## src/rtl/rtc_bcd_timekeeper.sv

```systemverilog
// BCD time-of-day counter (hh:mm:ss) driven by one clk-domain second divider.
// Optional alarm block is enabled with `define RTC_ALARM_EN.
//
// Ports:
//   clk, reset (async, active low)
//   run        : advance time and divider when 1, freeze both when 0
//   mode12     : 1 = 12-hour display on hour, 0 = 24-hour display
//   set_valid  : load strobe for set_hour/set_min/set_sec (BCD, 24h)
//   set_err    : one-cycle pulse when a load (or alarm set) is rejected
//   sec/min    : BCD seconds/minutes
//   hour       : BCD hours in display form
//   pm         : internal hour >= 12
//   sec_tick   : one-cycle pulse with each second advance
//   day_wrap   : one-cycle pulse on 23:59:59 -> 00:00:00
//   alarm_set, alarm_hour, alarm_min, alarm_ack, alarm_irq (RTC_ALARM_EN)

module rtc_bcd_timekeeper #(
    parameter int unsigned CLK_DIV    = 50000000,
    parameter logic [7:0]  SEC_START  = 8'h00,
    parameter logic [7:0]  MIN_START  = 8'h00,
    parameter logic [7:0]  HOUR_START = 8'h00
) (
    input  logic       clk,
    input  logic       reset,
    input  logic       run,
    input  logic       mode12,
    input  logic       set_valid,
    input  logic [7:0] set_hour,
    input  logic [7:0] set_min,
    input  logic [7:0] set_sec,
`ifdef RTC_ALARM_EN
    input  logic       alarm_set,
    input  logic [7:0] alarm_hour,
    input  logic [7:0] alarm_min,
    input  logic       alarm_ack,
    output logic       alarm_irq,
`endif
    output logic       set_err,
    output logic [7:0] sec,
    output logic [7:0] min,
    output logic [7:0] hour,
    output logic       pm,
    output logic       sec_tick,
    output logic       day_wrap
);

    localparam int DIV_W = (CLK_DIV > 1) ? $clog2(CLK_DIV) : 1;
    localparam logic [DIV_W-1:0] DIV_MAX = DIV_W'(CLK_DIV - 1);

    function automatic logic bcd_ok(input logic [7:0] v,
                                    input logic [3:0] hi_max);
        return (v[7:4] <= hi_max) && (v[3:0] <= 4'd9);
    endfunction

    function automatic logic hour_ok(input logic [7:0] v);
        return bcd_ok(v, 4'd2) && ((v[7:4] != 4'd2) || (v[3:0] <= 4'd3));
    endfunction

    logic [DIV_W-1:0] div_q;
    logic [7:0]       sec_q, min_q, hour_q;
    logic             tick;
    logic             load_ok, load_bad;

    assign tick     = run && (div_q == DIV_MAX);
    assign load_ok  = set_valid && bcd_ok(set_sec, 4'd5)
                      && bcd_ok(set_min, 4'd5) && hour_ok(set_hour);
    assign load_bad = set_valid && !load_ok;

    // Next time value, all digits in one step. A nibble at or above its
    // limit wraps to zero and carries, which also clears out-of-range
    // digits that came from start parameters.
    logic [7:0] nxt_sec, nxt_min, nxt_hour;
    logic       s_lo_w, s_hi_w, m_lo_w, m_hi_w, h_wrap, day_w;

    always_comb begin
        s_lo_w = sec_q[3:0] >= 4'd9;
        s_hi_w = s_lo_w && (sec_q[7:4] >= 4'd5);
        nxt_sec[3:0] = s_lo_w ? 4'd0 : sec_q[3:0] + 4'd1;
        nxt_sec[7:4] = !s_lo_w ? sec_q[7:4] :
                       (s_hi_w ? 4'd0 : sec_q[7:4] + 4'd1);

        m_lo_w = s_hi_w && (min_q[3:0] >= 4'd9);
        m_hi_w = m_lo_w && (min_q[7:4] >= 4'd5);
        nxt_min[3:0] = !s_hi_w ? min_q[3:0] :
                       (m_lo_w ? 4'd0 : min_q[3:0] + 4'd1);
        nxt_min[7:4] = !m_lo_w ? min_q[7:4] :
                       (m_hi_w ? 4'd0 : min_q[7:4] + 4'd1);

        h_wrap = (hour_q[7:4] > 4'd2)
                 || ((hour_q[7:4] == 4'd2) && (hour_q[3:0] >= 4'd3));
        nxt_hour = hour_q;
        if (m_hi_w) begin
            if (h_wrap)
                nxt_hour = 8'h00;
            else if (hour_q[3:0] >= 4'd9)
                nxt_hour = {hour_q[7:4] + 4'd1, 4'd0};
            else
                nxt_hour = {hour_q[7:4], hour_q[3:0] + 4'd1};
        end
        day_w = m_hi_w && h_wrap;
    end

`ifdef RTC_ALARM_EN
    logic [7:0] al_hour_q, al_min_q;
    logic       al_ok, al_bad, al_match;

    assign al_ok    = alarm_set && bcd_ok(alarm_min, 4'd5)
                      && hour_ok(alarm_hour);
    assign al_bad   = alarm_set && !al_ok;
    // Only a tick-driven advance can fire; a direct load never does.
    assign al_match = tick && !load_ok && (nxt_sec == 8'h00)
                      && (nxt_min == al_min_q) && (nxt_hour == al_hour_q);

    always_ff @(posedge clk or negedge reset) begin
        if (!reset) begin
            al_hour_q <= 8'h00;
            al_min_q  <= 8'h00;
            alarm_irq <= 1'b0;
        end else begin
            if (al_ok) begin
                al_hour_q <= alarm_hour;
                al_min_q  <= alarm_min;
            end
            if (al_match)
                alarm_irq <= 1'b1;
            else if (alarm_ack)
                alarm_irq <= 1'b0;
        end
    end
`else
    logic al_bad;
    assign al_bad = 1'b0;
`endif

    always_ff @(posedge clk or negedge reset) begin
        if (!reset) begin
            div_q    <= '0;
            sec_q    <= SEC_START;
            min_q    <= MIN_START;
            hour_q   <= HOUR_START;
            set_err  <= 1'b0;
            sec_tick <= 1'b0;
            day_wrap <= 1'b0;
        end else begin
            set_err  <= load_bad || al_bad;
            sec_tick <= 1'b0;
            day_wrap <= 1'b0;
            if (load_ok) begin
                // Load wins over a coincident tick, which is dropped.
                div_q  <= '0;
                sec_q  <= set_sec;
                min_q  <= set_min;
                hour_q <= set_hour;
            end else begin
                if (run)
                    div_q <= tick ? '0 : div_q + DIV_W'(1);
                if (tick) begin
                    sec_q    <= nxt_sec;
                    min_q    <= nxt_min;
                    hour_q   <= nxt_hour;
                    sec_tick <= 1'b1;
                    day_wrap <= day_w;
                end
            end
        end
    end

    // Display conversion from the internal 24h hour.
    logic [7:0] h_bin, d_bin;
    logic [3:0] d_lo;

    always_comb begin
        h_bin = {4'd0, hour_q[7:4]} * 8'd10 + {4'd0, hour_q[3:0]};
        pm    = h_bin >= 8'd12;
        if (h_bin == 8'd0)
            d_bin = 8'd12;
        else if (h_bin > 8'd12)
            d_bin = h_bin - 8'd12;
        else
            d_bin = h_bin;
        d_lo = (d_bin >= 8'd10) ? 4'(d_bin - 8'd10) : d_bin[3:0];
        if (mode12)
            hour = {(d_bin >= 8'd10) ? 4'd1 : 4'd0, d_lo};
        else
            hour = hour_q;
    end

    assign sec = sec_q;
    assign min = min_q;

endmodule
```

## config.mk

```make
export PLATFORM = sky130hd
export DESIGN_NAME = rtc_bcd_timekeeper
export DESIGN_NICKNAME = d
export VERILOG_FILES = /design/src/rtl/rtc_bcd_timekeeper.sv
export SDC_FILE = /design/constraint.sdc
export NUM_CORES = 1
export LEC_CHECK = 0
export CORE_ASPECT_RATIO = 1.4
export CORE_UTILIZATION = 55
export DETAILED_ROUTE_END_ITERATION = 10
export GPL_TIMING_DRIVEN = 0
export HOLD_SLACK_MARGIN = 0.15
export PLACE_DENSITY = 0.88
export SYNTH_ARGS = -nofsm -noshare
export SYNTH_HDL_FRONTEND = slang
export SYNTH_SLANG_ARGS = --single-unit
```

## constraint.sdc

```tcl
create_clock -name clk -period 6.6 [get_ports clk]
set_clock_uncertainty 0.2 [all_clocks]
set_input_delay 1.32 -clock clk [delete_from_list [all_inputs] [get_ports clk]]
set_output_delay 1.32 -clock clk [all_outputs]
set_load 0.01 [all_outputs]
```

## Word level (Yosys, flattened, before mapping)

Cells that the tools add are included.

- Register bits: 53
- Input port bits: 29
- Output and inout port bits: 28
- Word-level logic and storage cells: 99

- $add $sub $neg: 10
- Multiply operators: 1
- Magnitude comparators: 17
- Equality and inequality tests: 3
- Muxes and demuxes: 28
- Reductions and logical operators: 30

Operators with widths:

| operator | count |
|---|---|
| two-way mux 8 bit | 12 |
| two-way mux 26 bit | 3 |
| two-way mux 4 bit | 8 |
| adder 26 x 1 -> 26 bit, second input constant | 1 |
| equality test 26 bit, second input constant | 1 |
| adder 4 x 1 -> 4 bit, second input constant | 6 |
| >= comparator 8 x 4 -> 1 bit, second input constant | 2 |
| logical AND 1 bit | 14 |
| >= comparator 4 bit, second input constant | 3 |
| <= comparator 4 bit, second input constant | 3 |
| nonzero test 2 bit | 6 |
| adder 8 x 4 -> 8 bit | 1 |
| >= comparator 4 x 3 -> 1 bit, second input constant | 2 |
| greater-than comparator 8 x 4 -> 1 bit, second input constant | 1 |
| <= comparator 4 x 2 -> 1 bit, second input constant | 2 |
| <= comparator 4 x 3 -> 1 bit, second input constant | 2 |
| logical NOT 8 bit | 1 |
| AND reduction 2 bit | 4 |
| subtractor 8 x 4 -> 8 bit, second input constant | 1 |
| multiplier 4 x 3 -> 7 bit, second input constant | 1 |
| two-way mux 1 bit | 5 |
| equality test 4 x 2 -> 1 bit, second input constant | 1 |
| >= comparator 4 x 2 -> 1 bit, second input constant | 1 |
| greater-than comparator 4 x 2 -> 1 bit, second input constant | 1 |
| other kinds (6) | 7 |

## Longest topological paths before layout

- Word-level depth: 8
- Mapped depth: 14
- Depth with buffers taken out: 13

## Worst setup path after synthesis

OpenSTA, ideal clock, no wires.

- Kind: register to output
- From: register hour_q[7]
- To: output port hour[3]
- Arrival time: 3632 ps
- Data required time: 5080 ps
- Path slack: 1448 ps
- Cell stages (with the launch flop): 13
- Path buffers: 1
- Cells stage by stage: dfrtp_1 > ha_1 > ha_1 > inv_1 > fa_1 > buf_2 > nand2b_1 > or4_4 > a211oi_4 > mux2_4 > o211a_4 > or3_1 > a31oi_1

- Longest elaborated chain between the ends: 8
- Elaborated cells between the ends (all ways): 11
- Classes of those cells: add/sub (3); mul (1); order compare (2); mux (4); reduce/logical (1)

Ends and longest elaborated chain:

| what | line | text |
|---|---|---|
| from (decl) | 60 | `logic [7:0] sec_q, min_q, hour_q;` |
| from (signal assigned) | 153 | `hour_q <= set_hour;` |
| from (signal assigned) | 160 | `hour_q <= nxt_hour;` |
| multiplier 4 x 3 -> 7 bit (*) | 173 | `h_bin = {4'd0, hour_q[7:4]} * 8'd10 + {4'd0, hour_q[3:0]};` |
| adder 8 x 4 -> 8 bit (*) | 173 |  |
| subtractor 8 x 4 -> 8 bit / greater-than comparator 8 x 4 -> 1 bit (equally long branches) | 178, 177 |  |
| two-way mux 8 bit | 177 | `else if (h_bin > 8'd12)` |
| two-way mux 8 bit (*) | 175 | `if (h_bin == 8'd0)` |
| >= comparator 8 x 4 -> 1 bit / subtractor 4 bit (equally long branches) | 181 | `d_lo = (d_bin >= 8'd10) ? 4'(d_bin - 8'd10) : d_bin[3:0];` |
| two-way mux 4 bit (*) | 181 |  |
| two-way mux 8 bit (*) | 182 | `if (mode12)` |
| to (decl) | 41 | `output logic [7:0] hour,` |

Mark *: on every way between the ends. The rest lies on a longest branch, timed or not.

## Worst setup path after layout

Ends and elaborated chain as after synthesis.

==> qor.csv <==
stage,metric,value,unit
synth,ys_ff_latch,53,
clocking,cts_hold_buf,0,
cells_and_area,nets,564,
synth,yosys.area.top_type_share,0.355,
place,dp_slack,760,ps
timing,maxSlewHeadroom,0.480,
timing,worst_pin_slew,774,ps
synth,ys.flop_type,dfrtp_1,
synth,avgSynthCellArea,8.46,um^2
cells_and_area,multiInputGateArea,2260,um^2
routing,vias_per_cell,6.04,
timing,hold_viol,0,
place,place_hpwl,7110,um
cells_and_area,final_layout_size_suffix_gt1_frac,0.0455,
synth,synth_top_family_by_area,simple AND/OR/NAND/NOR gates,
timing,finalSetupTns,0,ps
routing,first_pass_iters,4,
synth,synth-simple-area-share,0.233,
floorplan,dieHeight,99.6,um
flow_run,maxCapViolations,0,
clocking,cts_tree,done,
timing,period_minus_slack,6190,ps
min_path,worstHoldPathType,reg -> reg,
timing,post-route-period-util,0.938,
clocking,clk_pin_slew_worst_paths,100,ps
synth,synth_adder_area_share,0.104,
clocking,cts.sinks,53,
synth,async_flop_share,1.00,
power_and_ir_drop,power_density,154,nW/um^2
synth,synth_area_leader_cell,dfrtp_1,
clocking,tritoncts.num_buffers,5,
cells_and_area,fillers,528,
global_routing,grt_max_degree,39,
routing,wl,9250,um
synth,synth_mux_area_frac,0.00970,
synth,synth_area,3740,um^2
timing,setup_viol,0,
critical_path,cp_max_fo,9,
synth,synth_compound_area_frac,0.203,
clocking,clockBufferDepth,2,
floorplan,row_count,35,
synth,synth_xor_area_frac,0.0535,
critical_path,crit_arrival,4670,ps
routing,drc,0,
global_routing,overflow,0,
routing,vias,3501,
clocking,postCtsSetupBuffers,0,
power_and_ir_drop,p_leak,1.97,nW
power_and_ir_drop,p_sw,0.197,mW
min_path,min_from,div_q[23],
clocking,worstSkewPairLatency,310,ps
power_and_ir_drop,p_seq_frac,0.549,
floorplan,dieArea,7140,um^2
global_routing,antenna_found_initial,0,
global_routing,grt_usage,0.278,
synth,syn_inst,442,
global_routing,grt_pass1_wl,15900,um
power_and_ir_drop,internal-power,0.495,mW
power_and_ir_drop,peakVddDrop,0.000148,V
place,place_inst,572,
timing,final_max_slew_viol_count,0,
timing,max_freq,162,MHz
floorplan,io_pins,57,
critical_path,path_class,reg -> out,
place,io_buffer_count,55,
timing,rsz0062_at_grt,false,
floorplan,core-area,6570,um^2
synth,syn_nets,501,
synth,synth_edf_count,0,
floorplan,die_w,71.7,um
power_and_ir_drop,pwr-share-comb,0.169,
cells_and_area,ff_latch_area,1330,um^2
power_and_ir_drop,power.share.clock,0.282,
place,place.gp.congestion,0.872,
critical_path,rr_startpoint,sec[0],
cells_and_area,antenna_cells,0,
routing,wl_per_cell,16.0,um
global_routing,grt_pass1_vias,3503,
cells_and_area,fin_cells,580,
timing,layout_setup_ws,410,ps
power_and_ir_drop,power,0.691,mW
cells_and_area,area.growth.synth_to_final,20.2,%
synth,seq_area_frac_synth,0.355,
critical_path,cp-start-kind,flop,
cells_and_area,fin_area,4490,um^2
clocking,cts_resized,0,
synth,yosys-top-cells-area,"dfrtp_1 35%, ha_1 9.4%, o21ai_0 5.6%, nor2_1 5.5%, nand2_1 3.5%",
critical_path,crit_start,hour_q[7],
synth,ys_types,57,
routing,drt_iter0_drc,199,
outcome,outcome,completed,
floorplan,initial_utilization,0.569,
clocking,root_buffer,clkbuf_8,
routing,drtAntennaViolNets,0,
power_and_ir_drop,sw_frac_of_total,0.284,
synth,yosysWarningCount,0,
clocking,htree_levels,2,
critical_path,end_kind,output port,
critical_path,critPathRequiredTime,5080,ps
place,dpl-instance-area,4400,um^2
-- state kept, by name, summed over array words and instances, names as in the netlist --
name / cells
div_q: 26
hour_q: 8
min: 8
sec: 8
day_wrap: 1
sec_tick: 1
set_err: 1
-- cell usage after synthesis, types with 2 or more instances --
cell,number
nor2_1,55
dfrtp_1,53
xnor2_1,7
nor3_1,6
a31oi_1,8
inv_1,29
clkbuf_1,8
buf_2,3
fa_1,2
a32oi_1,3
nor2b_1,8
nor3b_1,6
a21oi_1,17
nor4_1,5
a211o_1,3
nand4_1,10
o31a_1,2
ha_1,28
o31ai_1,11
o21a_1,3
and3_1,8
or3_1,6
xor2_1,14
and2_1,4
a211oi_1,4
a21o_1,3
nand2_1,35
a22oi_1,6
nand3_1,21
or2_2,2
o21ai_0,42
nand2b_1,5
-- layout by cell type (no fill, tap or decap), types with 8 or more instances in the layout --
cell	netlist	layout
nor2_1	55	55
clkdlybuf4s50_1	0	54
dfrtp_1	53	53
o21ai_0	42	42
nand2_1	35	35
inv_1	29	29
ha_1	28	28
nand3_1	21	21
a21oi_1	17	17
xor2_1	14	14
o31ai_1	11	11
nand4_1	10	10
and3_1	8	8
clkbuf_1	8	8
a31oi_1	8	8
nor2b_1	8	8
-- area by class of cell --
| class | instances | share of cell area |
|---|---|---|
| multi-input cells | 348 | 0.502 |
| flip-flops and latches | 53 | 0.295 |
| repair buffers | 56 | 0.126 |
| inverters | 29 | 0.0242 |
| well taps | 74 | 0.0206 |
| clock buffers | 6 | 0.0184 |
| plain buffers | 12 | 0.0109 |
| clock inverters | 2 | 0.00306 |
-- cells by family (layout without fill, tap and decap cells) --
group                      Yosys count  after routing
adders and majority gates           30             30
DFF                                 53             53
xor gates and xnor gates            22             22
muxes                                3              3
AOI/OAI and AO/OA                  116            116
buffers and inverters               41            105
and+or+nand+nor                    177            177
-- through the flow --
stage	hold WS [ps]	utilization
3_3_place_gp	262	0.667
2_1_floorplan	238	-
5_1_grt	305	0.684
4_1_cts	278	0.684
6_report	275	0.684
3_5_place_dp	264	0.670
-- worst max-delay path, stage by stage (launching register included) --
cell and delay [ps]:
dfrtp_1 550, ha_1 310, ha_1 210, inv_1 70
fa_1 390, buf_2 180, nand2b_1 180, or4_4 530
a211oi_4 370, mux2_4 340, o211a_4 170, or3_1 350
a31oi_1 160, clkdlybuf4s50_1 550
-- power groups by stage --
stage	combinational, mW	clock (mW)	sequential [mW]
floorplan	0.0599	0	0.381
global placement	0.110	0	0.383
detailed placement	0.117	0	0.384
CTS	0.117	0.198	0.379
global route	0.132	0.210	0.384
finish	0.117	0.195	0.379
-- per-layer routing --
metal	track usage	vias up	wire length, um
met3	0.0476	17	444
met4	0.109	0	206
li1	-	1709	-
met2	0.510	90	5030
met5	0	-	0
met1	0.315	1685	3570
-- worst paths after layout --
path                              to  slack [ps]  cells past startpoint
max                          hour[3]         410                     13
min                        div_q[23]         280                      1
max reg2reg                   min[6]        3950                      8
min reg2reg                div_q[23]         280                      1
max in group asynchronous   div_q[3]        4950                      2
min in group asynchronous     min[2]         720                      1
Power figures use the tool's default switching activity.
